<file path="config.mk">
export PLATFORM = sky130hd
export DESIGN_NAME = cmd_dispatcher
export DESIGN_NICKNAME = d
export VERILOG_FILES = /design/src/rtl/cmd_dispatcher.sv
export SDC_FILE = /design/constraint.sdc
export NUM_CORES = 1
export LEC_CHECK = 0
export BUFFER_PORTS_ARGS = -buffer_cell sky130_fd_sc_hd__clkbuf_2
export CAP_MARGIN = 25
export CORE_MARGIN = 1.5
export CORE_UTILIZATION = 30
export CTS_BUF_LIST = sky130_fd_sc_hd__clkbuf_4 sky130_fd_sc_hd__clkbuf_8
export DETAILED_ROUTE_END_ITERATION = 8
export GPL_TIMING_DRIVEN = 0
export SLEW_MARGIN = 30
export SYNTH_ARGS = -nofsm -noshare
export SYNTH_HDL_FRONTEND = slang
export SYNTH_SLANG_ARGS = --single-unit
</file>
<file path="constraint.sdc">
create_clock -name clk -period 3.9 [get_ports clk]
set_input_delay 0.39 -clock clk [delete_from_list [all_inputs] [get_ports clk]]
set_output_delay 0.39 -clock clk [all_outputs]
set_load 0.1 [all_outputs]
</file>
<file path="src/rtl/cmd_dispatcher.sv">
// cmd_dispatcher: merges debounced button pulses and UART command bytes into
// one serialized command stream. Each command is routed to the watch or the
// stopwatch control unit depending on sw_mode, and UART commands may be
// acknowledged by echoing a byte into the TX FIFO.
module cmd_dispatcher #(
    parameter logic ACK_EN = 1'b1
) (
    input  logic       clk,
    input  logic       rst,
    input  logic       btn_mode,
    input  logic       btn_clear,
    input  logic       btn_move,
    input  logic       btn_inc,
    input  logic       btn_dec,
    input  logic       btn_run,
    input  logic       rx_empty,
    input  logic [7:0] rx_data,
    output logic       rx_rd,
    input  logic       tx_full,
    output logic       tx_wr,
    output logic [7:0] tx_wdata,
    output logic       sw_mode,
    output logic       w_clear,
    output logic       w_move,
    output logic       w_inc,
    output logic       w_dec,
    output logic       s_run,
    output logic       s_clear,
    output logic       busy
);

    // Command kinds, one-hot. Bit index doubles as button priority:
    // the lowest set index wins.
    localparam int K_MODE  = 0;
    localparam int K_CLEAR = 1;
    localparam int K_MOVE  = 2;
    localparam int K_INC   = 3;
    localparam int K_DEC   = 4;
    localparam int K_RUN   = 5;

    // Positions of the control-unit pulses in the pulse register.
    localparam int P_WCLR = 0;
    localparam int P_WMOV = 1;
    localparam int P_WINC = 2;
    localparam int P_WDEC = 3;
    localparam int P_SRUN = 4;
    localparam int P_SCLR = 5;

    localparam logic [7:0] NAK_BYTE = 8'h3F;  // "?"

    typedef enum logic [2:0] {
        IDLE,
        POP,
        DECODE,
        DISPATCH,
        ACK
    } state_t;

    state_t     state;
    logic [5:0] pending;    // sticky button presses awaiting dispatch
    logic [5:0] btn_vec;    // this cycle's presses, in kind order
    logic [5:0] btn_sel;    // highest-priority pending button, one-hot
    logic [5:0] pend_clr;   // pending bit consumed this cycle
    logic [5:0] rx_kind;    // decoded kind of the byte on rx_data
    logic       rx_accept;  // byte is legal in the current mode
    logic [5:0] pulse;      // registered CU pulses
    logic [7:0] cmd;        // latched UART byte, echoed in the ack
    logic       is_uart;    // command in DISPATCH came from the UART
    logic       accepted;   // UART command was accepted
    logic       toggle;     // command in DISPATCH is a mode toggle

    // Maps a command kind to the CU pulse it produces in the given mode.
    // Mode-illegal commands and the mode toggle itself yield no pulse.
    function automatic logic [5:0] route(input logic [5:0] kind, input logic mode);
        logic [5:0] p;
        p         = '0;
        p[P_WCLR] = kind[K_CLEAR] &  mode;
        p[P_SCLR] = kind[K_CLEAR] & ~mode;
        p[P_WMOV] = kind[K_MOVE]  &  mode;
        p[P_WINC] = kind[K_INC]   &  mode;
        p[P_WDEC] = kind[K_DEC]   &  mode;
        p[P_SRUN] = kind[K_RUN]   & ~mode;
        return p;
    endfunction

    assign btn_vec  = {btn_run, btn_dec, btn_inc, btn_move, btn_clear, btn_mode};
    // Isolate the lowest set bit: that is the highest-priority button.
    assign btn_sel  = pending & (~pending + 6'd1);
    // A pending bit is consumed only when IDLE picks it for dispatch.
    assign pend_clr = (state == IDLE) ? btn_sel : 6'd0;

    assign w_clear = pulse[P_WCLR];
    assign w_move  = pulse[P_WMOV];
    assign w_inc   = pulse[P_WINC];
    assign w_dec   = pulse[P_WDEC];
    assign s_run   = pulse[P_SRUN];
    assign s_clear = pulse[P_SCLR];

    // Case-sensitive ASCII decode of the RX byte into a command kind.
    always_comb begin
        rx_kind = '0;
        case (rx_data)
            8'h4D:   rx_kind[K_MODE]  = 1'b1;  // "M"
            8'h43:   rx_kind[K_CLEAR] = 1'b1;  // "C"
            8'h52:   rx_kind[K_MOVE]  = 1'b1;  // "R"
            8'h55:   rx_kind[K_INC]   = 1'b1;  // "U"
            8'h44:   rx_kind[K_DEC]   = 1'b1;  // "D"
            8'h47:   rx_kind[K_RUN]   = 1'b1;  // "G"
            default: rx_kind = '0;
        endcase
    end

    assign rx_accept = rx_kind[K_MODE] | (|route(rx_kind, sw_mode));

    // Sticky press capture; a press coinciding with its own clear re-sets the bit.
    always_ff @(posedge clk or posedge rst) begin
        if (rst)
            pending <= '0;
        else
            pending <= (pending & ~pend_clr) | btn_vec;
    end

    // Command sequencer: arbitration, RX pop, decode, dispatch and ack echo.
    always_ff @(posedge clk or posedge rst) begin
        if (rst) begin
            state    <= IDLE;
            pulse    <= '0;
            rx_rd    <= 1'b0;
            tx_wr    <= 1'b0;
            tx_wdata <= 8'h00;
            sw_mode  <= 1'b0;
            busy     <= 1'b0;
            cmd      <= 8'h00;
            is_uart  <= 1'b0;
            accepted <= 1'b0;
            toggle   <= 1'b0;
        end else begin
            pulse <= '0;
            rx_rd <= 1'b0;
            tx_wr <= 1'b0;
            case (state)
                IDLE: begin
                    if (|pending) begin
                        // Buttons always beat a waiting RX byte.
                        state   <= DISPATCH;
                        busy    <= 1'b1;
                        is_uart <= 1'b0;
                        toggle  <= btn_sel[K_MODE];
                        pulse   <= route(btn_sel, sw_mode);
                    end else if (!rx_empty) begin
                        state <= POP;
                        busy  <= 1'b1;
                        rx_rd <= 1'b1;
                    end
                end
                POP: begin
                    // rx_data becomes valid during DECODE.
                    state <= DECODE;
                end
                DECODE: begin
                    state    <= DISPATCH;
                    cmd      <= rx_data;
                    is_uart  <= 1'b1;
                    toggle   <= rx_kind[K_MODE];
                    accepted <= rx_accept;
                    pulse    <= route(rx_kind, sw_mode);
                end
                DISPATCH: begin
                    // Pulse is on the wire this cycle; mode flips at its end.
                    if (toggle)
                        sw_mode <= ~sw_mode;
                    if (is_uart && ACK_EN) begin
                        state    <= ACK;
                        tx_wdata <= accepted ? cmd : NAK_BYTE;
                        // Only this block writes the TX FIFO, so a not-full
                        // flag seen now still holds on the write cycle.
                        tx_wr    <= ~tx_full;
                    end else begin
                        state <= IDLE;
                        busy  <= 1'b0;
                    end
                end
                ACK: begin
                    if (tx_wr) begin
                        state <= IDLE;
                        busy  <= 1'b0;
                    end else if (!tx_full) begin
                        tx_wr <= 1'b1;
                    end
                end
                default: begin
                    state <= IDLE;
                    busy  <= 1'b0;
                end
            endcase
        end
    end

endmodule

</file>
Yosys cells after proc, flatten, opt, wreduce, memory -nomap -nowiden. Index checks and enable logic that the tools add are counted.

Add/sub/neg operators: 1. Eq/ne operators: 14. Multiplexer cells: 31. Bitwise gates (word level): 21. Reduce and logical (&&, ||, !) cells: 10.

Operator list (number): == test 8 x 7 -> 1 bit, second input constant (6); two-way mux 1 bit (18); one-hot mux 3 bit (5 select lines) (1); AND 1 bit (12); AND 6 bit (2); two-way mux 3 bit (4); two-way mux 6 bit (2); NOT 6 bit (2); one-hot mux 6 bit (2 select lines) (1); OR reduction 6 bit (2); two-way mux 8 bit (1); AND reduction 2 bit (4); adder 6 x 1 -> 6 bit, second input constant (1); == test 3 x 2 -> 1 bit, second input constant (2); OR 6 bit (1); one-hot mux 1 bit (2 select lines) (3); != test 2 bit, second input constant (2); one-hot mux 1 bit (4 select lines) (1); AND reduction 4 bit (1); == test 3 x 1 -> 1 bit, second input constant (1); == test 3 bit, second input constant (1); logical NOT 3 bit (1); != test 3 x 2 -> 1 bit, second input constant (1); NOT 1 bit (3); other kinds (4) (4).

Register bits after elaboration: 38. Input bits: 18. Output and inout port bits: 18. Word-level logic and storage cells: 89.

Longest topological paths before layout. Gate-level depths: netlist (run 1).

Word-level depth: 7. Depth in mapped cells: 6. Mapped depth without buffers: 4.

Worst setup path after synthesis (run 1). No wires, ideal clock.

Kind: register -> register. Start: register sw_mode. End: register accepted. Library setup time: 0.077 ns. Arrival: 1.654 ns. Data required time: 3.823 ns. Setup slack: 2.168 ns. Cell stages (with the launch flop): 5. Path buffers: 1. Period minus slack after synthesis: 1.732 ns. Cells stage by stage: dfrtp_1 -> clkbuf_1 -> nor3b_2 -> a22oi_1 -> a21oi_1.

Longest elaborated chain between the ends: 4. Elaborated cells on any way between the ends: 9. Classes of those cells: 8 x bitwise; 1 x reduce/logical.

Ends and longest elaborated chain: start, declared (RTL line 22) `output logic sw_mode,`; start signal, assigned (RTL line 171) `sw_mode <= ~sw_mode;`; NOT 1 bit (RTL line 78, 82); AND 1 bit (on tied branches) (RTL line 82, 78); OR reduction 6 bit * (RTL line 113) `assign rx_accept = rx_kind[K_MODE] | (|route(rx_kind, sw_mode));`; OR 1 bit * (RTL line 113); end signal, assigned (RTL line 165) `accepted <= rx_accept;`; end, declared (RTL line 69) `logic accepted;`.

Mark *: on every way between the ends. The rest lies on a longest branch, timed or not. A chain may end at the register's enable or synchronous reset.

Final worst setup path (run 1).
Start: register state[0]. End: register pending[5].

Longest elaborated chain between the ends: 5.

Ends and longest elaborated chain: start, declared (RTL line 59) `state_t state;`; start signal, assigned (RTL line 126) `state <= IDLE;`; start signal, assigned (RTL line 145) `state <= DISPATCH;`; start signal, assigned (RTL line 151) `state <= POP;`; logical NOT 3 bit (RTL line 90) `assign pend_clr = (state == IDLE) ? btn_sel : 6'd0;`; two-way mux 6 bit (RTL line 90); NOT 6 bit (RTL line 120) `pending <= (pending & ~pend_clr) | btn_vec;`; AND 6 bit (RTL line 120); OR 6 bit (RTL line 120); end signal, assigned (RTL line 120); end, declared (RTL line 60) `logic [5:0] pending;`.

No other way between the ends.

==> results of run 1 <==
final cells by class:
| class | instances | area (um^2) | area share |
|---|---|---|---|
| Buffer | 7 | 33.78 | 0.01635 |
| Inverter | 5 | 18.77 | 0.009085 |
| Sequential cell | 38 | 950.9 | 0.4603 |
| Tap cell | 72 | 90.09 | 0.04361 |
| Clock inverter | 1 | 5.005 | 0.002423 |
| Timing Repair Buffer | 35 | 197.7 | 0.09570 |
| Clock buffer | 7 | 90.09 | 0.04361 |
| Multi-Input combinational cell | 118 | 679.4 | 0.3289 |
Yosys cell counts, drive strengths merged (2+ instances only):
cell type and n:
a21o 5, nor3b 2, clkbuf 3, nor2 4, a21oi 4, dfrtp 38
a31oi 3, buf 4, nor2b 9, nand2b 6, o21ai 17, or3 4
and2 2, inv 5, nand4b 2, nor3 6, nand2 38
metrics by stage:
stage               setup slack, ns  instances    util
floorplan                     2.168        168       -
global placement              2.140        274  0.3551
detailed placement            2.148        275  0.3601
CTS                           2.277        283  0.3775
global route                  2.160        283  0.3775
finish                        2.287        283  0.3775
registers in the layout, indices dropped and copies added (netlist names):
| register | flops |
|---|---|
| pending | 6 |
| is_uart | 1 |
| tx_wr | 1 |
| rx_rd | 1 |
| tx_wdata | 8 |
| busy | 1 |
| accepted | 1 |
| state | 3 |
| toggle | 1 |
| pulse | 6 |
| cmd | 8 |
| sw_mode | 1 |
placed cells by master, fill, tap and decap left out, types with 2 or more instances in the layout:
| cell | instances |
|---|---|
| a21o_1 | 5 |
| dfrtp_1 | 38 |
| nand4b_1 | 2 |
| a31oi_1 | 3 |
| and2_1 | 2 |
| nor3_1 | 5 |
| nand2b_1 | 6 |
| clkbuf_8 | 6 |
| nand2_1 | 38 |
| clkbuf_1 | 3 |
| a21oi_1 | 4 |
| nor2_1 | 4 |
| clkbuf_2 | 34 |
| buf_2 | 3 |
| nor2b_1 | 9 |
| o21ai_0 | 16 |
| inv_1 | 4 |
| or3_1 | 3 |
worst max-delay path, cell delays in order, from the launching register on:
cell	delay, ns
dfrtp_1	0.36
buf_2	0.17
or3_4	0.43
or3_1	0.35
o21ai_1	0.14
nand2b_1	0.06
how the worst max path moves through the flow:
stage	start	end	slack, ns	cells past startpoint
CTS	state[0]	pending[5]	2.28	5
finish	state[0]	pending[5]	2.29	5
detailed placement	rx_data[3]	pulse[5]	2.15	5
floorplan	sw_mode	accepted	2.17	4
global route	state[1]	tx_wdata[4]	2.16	5
global placement	rst	pulse[2]	2.14	2
layer usage:
metal	up-vias	GRT usage	share of wire	wire length, um
met3	6	0.03294	0.034	121
li1	661	-	-	-
met2	28	0.2122	0.46	1647
met1	593	0.1661	0.48	1705
met5	-	0	0	0
met4	0	0.05357	0.019	68
power by group:
group | internal (mW) | switching [mW] | total (mW)
Combinational | 0.210 | 0.681 | 0.891
Sequential | 0.531 | 0.0858 | 0.617
Clock | 0.150 | 0.136 | 0.286
Total | 0.890 | 0.903 | 1.79
cells by family (layout without fill, tap and decap cells):
kind of cell | after synthesis | in the layout | synth area share
multiplexers | 1 | 1 | 0.005948
AND/OR/NAND/NOR | 80 | 80 | 0.2625
flip-flops | 38 | 38 | 0.5651
buffers and inverters | 12 | 55 | 0.03123
XOR/XNOR | 1 | 1 | 0.005205
AO/OA/AOI/OAI | 36 | 36 | 0.1301
==> results by group, run 1 <==
Routing
  – Routed WL: 3.543 mm
  – Initial drt markers: 73
  – Routed len/inst: 12.52 um
  – DR vias/cell: 4.551
  – First drt pass iteration count: 4
  – DRT antenna net count: 0
  – Vias after detailed routing: 1288
  – # DRC: 0

Clock tree
  – Cts hold-fix bufs: 0
  – # Post-CTS Setup Buffers: 0
  – Worst-skew pair later-pin latency: 0.29 ns
  – Maximum root-to-sink buffer count: 2
  – Num CTS Buffers: 5
  – TritonCTS Sinks: 38
  – CTS tree: built
  – CTS root buf: clkbuf_8
  – Post_cts resized: 0
  – Htree depth: 2
  – Worst-path clk slew: 0.07 ns

Timing
  – Tcrit/Tclk final: 0.4135
  – Max frequency: 620.2 MHz
  – Final number of hold-violating endpoints: 0
  – RSZ-0062 raised after global routing: false
  – Fin crit period: 1.613 ns
  – Worst-Margin Slew: 0.5451 ns
  – Worst Clk Skew: 0.002257 ns
  – Slew HR: 0.6318
  – Max-slew violation count: 0
  – Setup_tns: 0 ns
  – Final setup fails: 0
  – Min Hold Slack: 0.06850 ns

Synth
  – Async SR Flop Fraction: 1.000
  – Sequential share of the synthesized area: 0.5651
  – Syn. warnings: 0
  – Syn_area_per_cell: 10.02 um^2
  – Register bit total from synthesis: 38
  – EDFF count, synth: 0
  – Synth Instances: 168
  – Netlist Area Pre-Place: 1683 um^2
  – Top_reg_cell synth: dfrtp_1
  – Syn nets: 186
  – Cell variety after synth: 38
  – Yosys top cell by area: dfrtp_1
  – Synth top area cells: dfrtp_1 57%, nand2_1 8.5%, o21ai_0 4.8%, nor2b_1 3.3%, a21o_1 2.2%
  – Synth top area share: 0.5651

Critical path
  – Reg2reg end: pending[5]
  – CP arrival: 1.80 ns
  – R2R Setup Slk: 2.29 ns
  – Worst Setup End Kind: flip-flop
  – Startpoint Class: flip-flop
  – Reg2reg start: state[0]
  – Worst reg2reg path depth: 5
  – CP max FO: 9
  – Setup CP Type: reg -> reg
  – Required @ worst endpoint: 4.08 ns

Flow run
  – Maximum capacitance violations: 0

Finish
  – Share of layout cells above drive strength 1: 0.2559
  – Nets: 228
  – Area grow syn2layout: 22.75%
  – Finished Cell Area: 2066 um^2
  – ANT cells: 0
  – Fillcell total: 593

Place
  – Dpl hpwl: 2.623 mm
  – IO buf count: 34
  – Placer congestion estimate: 0.7726
  – Placement Cell Area: 1971 um^2

Die
  – Core Area: 5473 um^2
  – Starting Density: 0.3075
  – Die Y-Extent: 77.90 um
  – Die X: 77.90 um
  – Die ar.: 6068 um^2
  – Ports: 36
  – Rows: 27

Pwr
  – Power density over the cells: 868.3 nW/um^2
  – Leakage: 0.9661 nW
  – Total power: 1.794 mW
  – Max IR drop VDD: 327.2 uV

GRT
  – GRT Overall Usage: 0.1309
  – Gr ovfl total: 0
  – Vias in the first global route: 1283
  – Initial antenna violation count: 0
  – First-pass GRT wire length: 6.182 mm
  – Largest net degree at the start of global routing: 23

Status
  – Status: finished, final reports clean

Min path
  – HP Class: in -> async
Power figures use the tool's default switching activity.
==> inputs of run 2 (changes only) <==
clock period = 1.64 ns   (was 3.9 ns; I/O delays follow)
==> results by group, run 2 (synthesized netlist as in run 1, its figures left out) <==
Timing
  – Final number of hold-violating endpoints: 0 (unchanged)
  – Tcrit/Tclk final: 0.9605 (was 0.4135)
  – RSZ-0062 raised after global routing: true (was false)
  – Max-slew violation count: 0 (unchanged)
  – Fin crit period: 1.575 ns (was 1.613 ns)
  – Final setup fails: 0 (unchanged)
  – Worst-Margin Slew: 0.5594 ns (was 0.5451 ns)
  – Worst Clk Skew: 0.002993 ns (was 0.002257 ns)
  – Max frequency: 634.8 MHz (was 620.2 MHz)
  – Slew HR: 0.6222 (was 0.6318)
  – Post-route setup slack: 0.06478 ns (was 2.287 ns)

Routing
  – Initial drt markers: 54 (was 73)
  – Routed len/inst: 12.98 um (was 12.52 um)
  – DR vias/cell: 4.663 (was 4.551)
  – # DRC: 0 (unchanged)
  – DRT antenna net count: 0 (unchanged)
  – Vias after detailed routing: 1329 (was 1288)
  – Routed WL: 3.700 mm (was 3.543 mm)
  – First drt pass iteration count: 4 (unchanged)

Critical path
  – Reg2reg start: state[0] (unchanged)
  – CP bufs+invs: 1 (unchanged)
  – CP max FO: 9 (unchanged)
  – Worst Setup End Kind: flip-flop (unchanged)
  – CP delay by family, top: simple AND/OR/NAND/NOR gates (unchanged)
  – Critical path depth: 5 (unchanged)
  – Setup CP Type: reg -> reg (unchanged)
  – R2R Setup Slk: 0.06 ns (was 2.29 ns)
  – CP arrival: 1.76 ns (was 1.80 ns)
  – Slowest CP cell: or3_4 (unchanged)
  – Required @ worst endpoint: 1.83 ns (was 4.08 ns)
  – Startpoint Class: flip-flop (unchanged)
  – Crit path launch: state[0] (unchanged)
  – Worst-path cell chain: buf_2 > or3_4 > or3_1 > o21ai_1 > nand2b_1 (unchanged)
  – Crit-path max cell delay: 0.40 ns (was 0.43 ns)
  – Worst reg2reg path depth: 5 (unchanged)

Pwr
  – P_sw: 2.213 mW (was 0.9033 mW)
  – Register share of total power: 0.331 (was 0.344)
  – Sw frac: 0.4972 (was 0.5036)
  – Pint: 2.238 mW (was 0.8904 mW)
  – Comb pwr share: 0.488 (was 0.497)
  – Leakage: 0.9806 nW (was 0.9661 nW)
  – Part of the power in the clock network: 0.181 (was 0.159)
  – Max IR drop VDD: 797.0 uV (was 327.2 uV)
  – Power density over the cells: 2092 nW/um^2 (was 868.3 nW/um^2)

Finish
  – Finished Core Util: 0.3889 (was 0.3775)
  – ANT cells: 0 (unchanged)
  – Commonest non-fill, non-tap cell in the layout: nand2_1
  – Post-Layout Cell Count: 285 (was 283)
  – Most frequent cells in the layout: 38 x nand2_1, 37 x dfrtp_1, 35 x clkbuf_2 (was 38 x nand2_1, 38 x dfrtp_1, 34 x clkbuf_2)
  – Finished Cell Area: 2128 um^2 (was 2066 um^2)
  – Area grow syn2layout: 26.47% (was 22.75%)
  – Largest regs: cmd (8), tx_wdata (8) (unchanged)
  – Nets: 230 (was 228)
  – Share of layout cells above drive strength 1: 0.2911 (was 0.2559)

Die
  – Die ar.: 6068 um^2 (unchanged)
  – Ports: 36 (unchanged)
  – Die X: 77.90 um (unchanged)
  – Starting Density: 0.3075 (unchanged)
  – Rows: 27 (unchanged)
  – Die Y-Extent: 77.90 um (unchanged)
  – Core Area: 5473 um^2 (unchanged)

Status
  – Status: finished, final reports clean (unchanged)

Clock tree
  – Num CTS Buffers: 5 (unchanged)
  – Worst-skew pair later-pin latency: 0.29 ns (about the same)
  – Htree depth: 2 (unchanged)
  – Worst-path clk slew: 0.08 ns (was 0.07 ns)
  – CTS root buf: clkbuf_8 (unchanged)
  – TritonCTS Sinks: 38 (unchanged)
  – Maximum root-to-sink buffer count: 2 (unchanged)
  – CTS tree: built (unchanged)

GRT
  – Gr ovfl total: 0 (unchanged)
  – Largest net degree at the start of global routing: 23 (unchanged)
  – GRT Overall Usage: 0.1398 (was 0.1309)
  – Vias in the first global route: 1350 (was 1283)
  – Initial antenna violation count: 0 (unchanged)
  – First-pass GRT wire length: 6.541 mm (was 6.182 mm)

Place
  – Dpl hpwl: 2.645 mm (was 2.623 mm)
  – IO buf count: 34 (unchanged)
  – Placement Cell Area: 1972 um^2 (was 1971 um^2)
  – Worst slack, placed: 0.04466 ns (was 2.148 ns)
  – DP Cell Count: 275 (unchanged)
  – Placer congestion estimate: 0.7752 (was 0.7726)

Flow run
  – Maximum capacitance violations: 0 (unchanged)

Min path
  – HP Class: in -> reg (was in -> async)
  – Hold Path Depth: 2
  – Hold Crit Start: tx_full
run 2: changes by cell type in the layout (fill, tap and decap cells not counted), sizes merged:
| cell | change |
|---|---|
| clkinvlp | +2 |
| clkinv | -1 |
| buf | +1 |
| dlygate4sd3 | +1 |
| clkbuf | -2 |
| bufinv | +1 |
run 2: per-layer routing:
layer / track usage / up-vias / part of all wire
met1: 0.1821 / 623 / 0.48
met3: 0.04235 / 4 / 0.045
li1: - / 670 / -
met4: 0.05357 / 0 / 0.019
met2: 0.2174 / 32 / 0.46
met5: 0 / - / 0
run 2: through the flow:
stage / hold WS (ns) / power (mW) / setup TNS, ns
after global routing: 0.01807 / 4.795 / -0.008075
after floorplan: 0.2295 / 3.206 / 0
after global placement: 0.3173 / 3.593 / -0.04430
final: 0.004942 / 4.452 / 0
after CTS: 0.0005887 / 4.454 / 0
after detailed placement: 0.1795 / 3.634 / 0
run 2: final cells by class:
class	instances	area (um^2)
Tap cell	72	90.09
Clock buffer	5	68.82
Clock inverter	3	45.04
Fill cell	585	3344
Timing Repair Buffer	37	215.2
Inverter	5	18.77
Sequential cell	38	952.2
Multi-Input combinational cell	118	703.2
Buffer	7	35.03
run 2: power by group through the flow:
stage          registers, mW  clock network, mW  logic [mW]
5_1_grt                 1.53              0.866        2.40
4_1_cts                 1.47              0.830        2.15
3_3_place_gp            1.48                  0        2.12
3_5_place_dp            1.49                  0        2.14
2_1_floorplan           2.38                  0       0.828
6_report                1.47              0.805        2.17
run 2: worst paths after layout:
path	endpoint
max	pending[5]
min	tx_wr
max reg2reg	pending[5]
min reg2reg	cmd[4]
max in group asynchronous	sw_mode
min in group asynchronous	tx_wr
run 2: worst reg2reg max path, stage by stage, from the launching register on:
cell and delay, ns:
dfrtp_1 0.36, buf_2 0.17, or3_4 0.40, or3_1 0.34, o21ai_1 0.14, nand2b_1 0.06
run 2: repair_timing:
item / in CTS / in global routing
endpoints found under the setup margin: 0 / 13
setup buffers: 0 / 1
gates resized for setup: 0 / 7
hold buffers: 1 / 0
endpoints found under the hold margin: 16 / 0
==> inputs of run 3 (changes only) <==
clock period = 1.4 ns   (was 1.64 ns; I/O delays follow)
==> results by group, run 3 (synthesized netlist as in run 1, its figures left out) <==
Die
  – Die ar.: 6068 um^2 (unchanged)
  – Starting Density: 0.3075 (unchanged)
  – Ports: 36 (unchanged)
  – Core Area: 5473 um^2 (unchanged)
  – Die Y-Extent: 77.90 um (unchanged)
  – Die X: 77.90 um (unchanged)
  – Rows: 27 (unchanged)

Routing
  – Vias after detailed routing: 1343 (was 1329)
  – Routed WL: 3.689 mm (was 3.700 mm)
  – Routed len/inst: 12.38 um (was 12.98 um)
  – # DRC: 0 (unchanged)
  – DR vias/cell: 4.507 (was 4.663)
  – Initial drt markers: 39 (was 54)
  – DRT antenna net count: 0 (unchanged)
  – First drt pass iteration count: 4 (unchanged)

Timing
  – Max frequency: 651.8 MHz (was 634.8 MHz)
  – Final setup fails: 8 (was 0)
  – Worst Clk Skew: 0.007087 ns (was 0.002993 ns)
  – Fin crit period: 1.534 ns (was 1.575 ns)
  – Worst-Margin Slew: 0.5425 ns (was 0.5594 ns)
  – Slew HR: 0.6399 (was 0.6222)
  – Final number of hold-violating endpoints: 0 (unchanged)
  – Tcrit/Tclk final: 1.096 (was 0.9605)
  – Post-route setup slack: -0.1342 ns (was 0.06478 ns)
  – Max-slew violation count: 0 (unchanged)
  – RSZ-0062 raised after global routing: true (unchanged)

Pwr
  – Comb pwr share: 0.548 (was 0.488)
  – Register share of total power: 0.320 (was 0.331)
  – Sw frac: 0.4922 (was 0.4972)
  – Total power: 5.443 mW (was 4.452 mW)
  – Power density over the cells: 2359 nW/um^2 (was 2092 nW/um^2)
  – P_sw: 2.680 mW (was 2.213 mW)
  – Pint: 2.764 mW (was 2.238 mW)
  – Max IR drop VDD: 899.6 uV (was 797.0 uV)
  – Leakage: 1.083 nW (was 0.9806 nW)
  – Part of the power in the clock network: 0.132 (was 0.181)

Finish
  – Area grow syn2layout: 37.10% (was 26.47%)
  – Commonest non-fill, non-tap cell in the layout: nand2_1 (unchanged)
  – Largest regs: cmd (8), tx_wdata (8) (unchanged)
  – Finished Core Util: 0.4216 (was 0.3889)
  – Share of layout cells above drive strength 1: 0.4027 (was 0.2911)
  – Nets: 244 (was 230)
  – Most frequent cells in the layout: 37 x nand2_1, 35 x clkbuf_2, 34 x dfrtp_1 (was 38 x nand2_1, 37 x dfrtp_1, 35 x clkbuf_2)
  – ANT cells: 0 (unchanged)

Clock tree
  – Maximum root-to-sink buffer count: 2 (unchanged)
  – Htree depth: 2 (unchanged)
  – Num CTS Buffers: 5 (unchanged)
  – CTS root buf: clkbuf_8 (unchanged)
  – Worst-path clk slew: 0.08 ns (about the same)
  – TritonCTS Sinks: 38 (unchanged)
  – Worst-skew pair later-pin latency: 0.29 ns (about the same)
  – CTS tree: built (unchanged)

Place
  – IO buf count: 34 (unchanged)
  – Dpl hpwl: 2.611 mm (was 2.645 mm)
  – Placer congestion estimate: 0.7192 (was 0.7752)

Status
  – Violated checks: setup timing
  – Status: finished, violations left (was finished, final reports clean)

Critical path
  – Startpoint Class: flip-flop (unchanged)
  – Worst Setup End Kind: flip-flop (unchanged)
  – Required @ worst endpoint: 1.59 ns (was 1.83 ns)
  – CP arrival: 1.72 ns (was 1.76 ns)
  – CP max FO: 4 (was 9)
  – Setup CP Type: reg -> reg (unchanged)

GRT
  – Largest net degree at the start of global routing: 25 (was 23)
  – Initial antenna violation count: 0 (unchanged)
  – Vias in the first global route: 1339 (was 1350)
  – GRT Overall Usage: 0.1351 (was 0.1398)
  – First-pass GRT wire length: 6.396 mm (was 6.541 mm)
  – Gr ovfl total: 0 (unchanged)

Min path
  – HP Class: in -> reg (unchanged)

Flow run
  – Maximum capacitance violations: 0 (unchanged)
-- run 3: changes by cell type in the layout (fill, tap and decap cells not counted), sizes merged --
cell / previous run / this run
buf: 6 / 21
bufinv: 1 / 0
clkinvlp: 2 / 0
clkbuf: 42 / 40
clkinv: 0 / 2
dlygate4sd3: 1 / 2
-- run 3: final cells by class --
type	instances	area (um^2)
Clock inverter	2	10.01
Sequential cell	38	958.4
Inverter	5	18.77
Buffer	6	51.30
Fill cell	554	3166
Clock buffer	5	68.82
Multi-Input combinational cell	118	768.2
Timing Repair Buffer	52	341.6
Tap cell	72	90.09
-- run 3: worst paths after layout --
kind / start / to / slack [ns] / cells past startpoint
max: state[0] / pending[2] / -0.13 / 3
min: btn_mode / pending[0] / 0.02 / 2
max reg2reg: state[0] / pending[2] / -0.13 / 3
min reg2reg: cmd[5] / cmd[5] / 0.48 / 2
max in group asynchronous: rst / sw_mode / 0.61 / 4
min in group asynchronous: rst / busy / 0.34 / 3
-- run 3: metal layers --
layer / track usage / routed length [um]
met1: 0.1796 / 1776
met2: 0.2148 / 1729
met3: 0.03176 / 123
met4: 0.04821 / 60
met5: 0 / 0
-- run 3: power by group through the flow --
| stage | combinational [mW] | clock, mW | sequential, mW |
|---|---|---|---|
| after global placement | 2.48 | 0 | 1.74 |
| after global routing | 3.24 | 0.781 | 1.82 |
| after detailed placement | 2.52 | 0 | 1.75 |
| after CTS | 2.74 | 0.729 | 1.72 |
| final | 2.98 | 0.716 | 1.74 |
| after floorplan | 0.987 | 0 | 2.80 |
-- run 3: per-stage QoR --
| stage | setup TNS (ns) | hold slack (ns) | cells | worst slack [ns] | instance area [um^2] |
|---|---|---|---|---|---|
| 4_1_cts | -1.227 | 0.01610 | 292 | -0.1769 | 2197 |
| 5_1_grt | -1.104 | 0.02380 | 298 | -0.1744 | 2307 |
| 3_3_place_gp | -5.525 | 0.2906 | 274 | -0.2923 | 1954 |
| 3_5_place_dp | -2.068 | 0.1229 | 275 | -0.1919 | 1982 |
| 2_1_floorplan | -0.2779 | 0.2020 | 168 | -0.08946 | 1694 |
| 6_report | -0.5679 | 0.02299 | 298 | -0.1342 | 2307 |
-- run 3: critical path: stages, from the launching register on --
cell and delay (ns):
dfrtp_2 0.43, or3_4 0.42, or3_4 0.41, a21o_1 0.16
-- run 3: timing repair --
action / CTS / global route
endpoints found under the hold margin: 15 / 0
pin swaps: 11 / 16
setup buffers: 8 / 7
gates resized for setup: 15 / 28
hold buffers: 2 / 0
endpoints found under the setup margin: 26 / 32
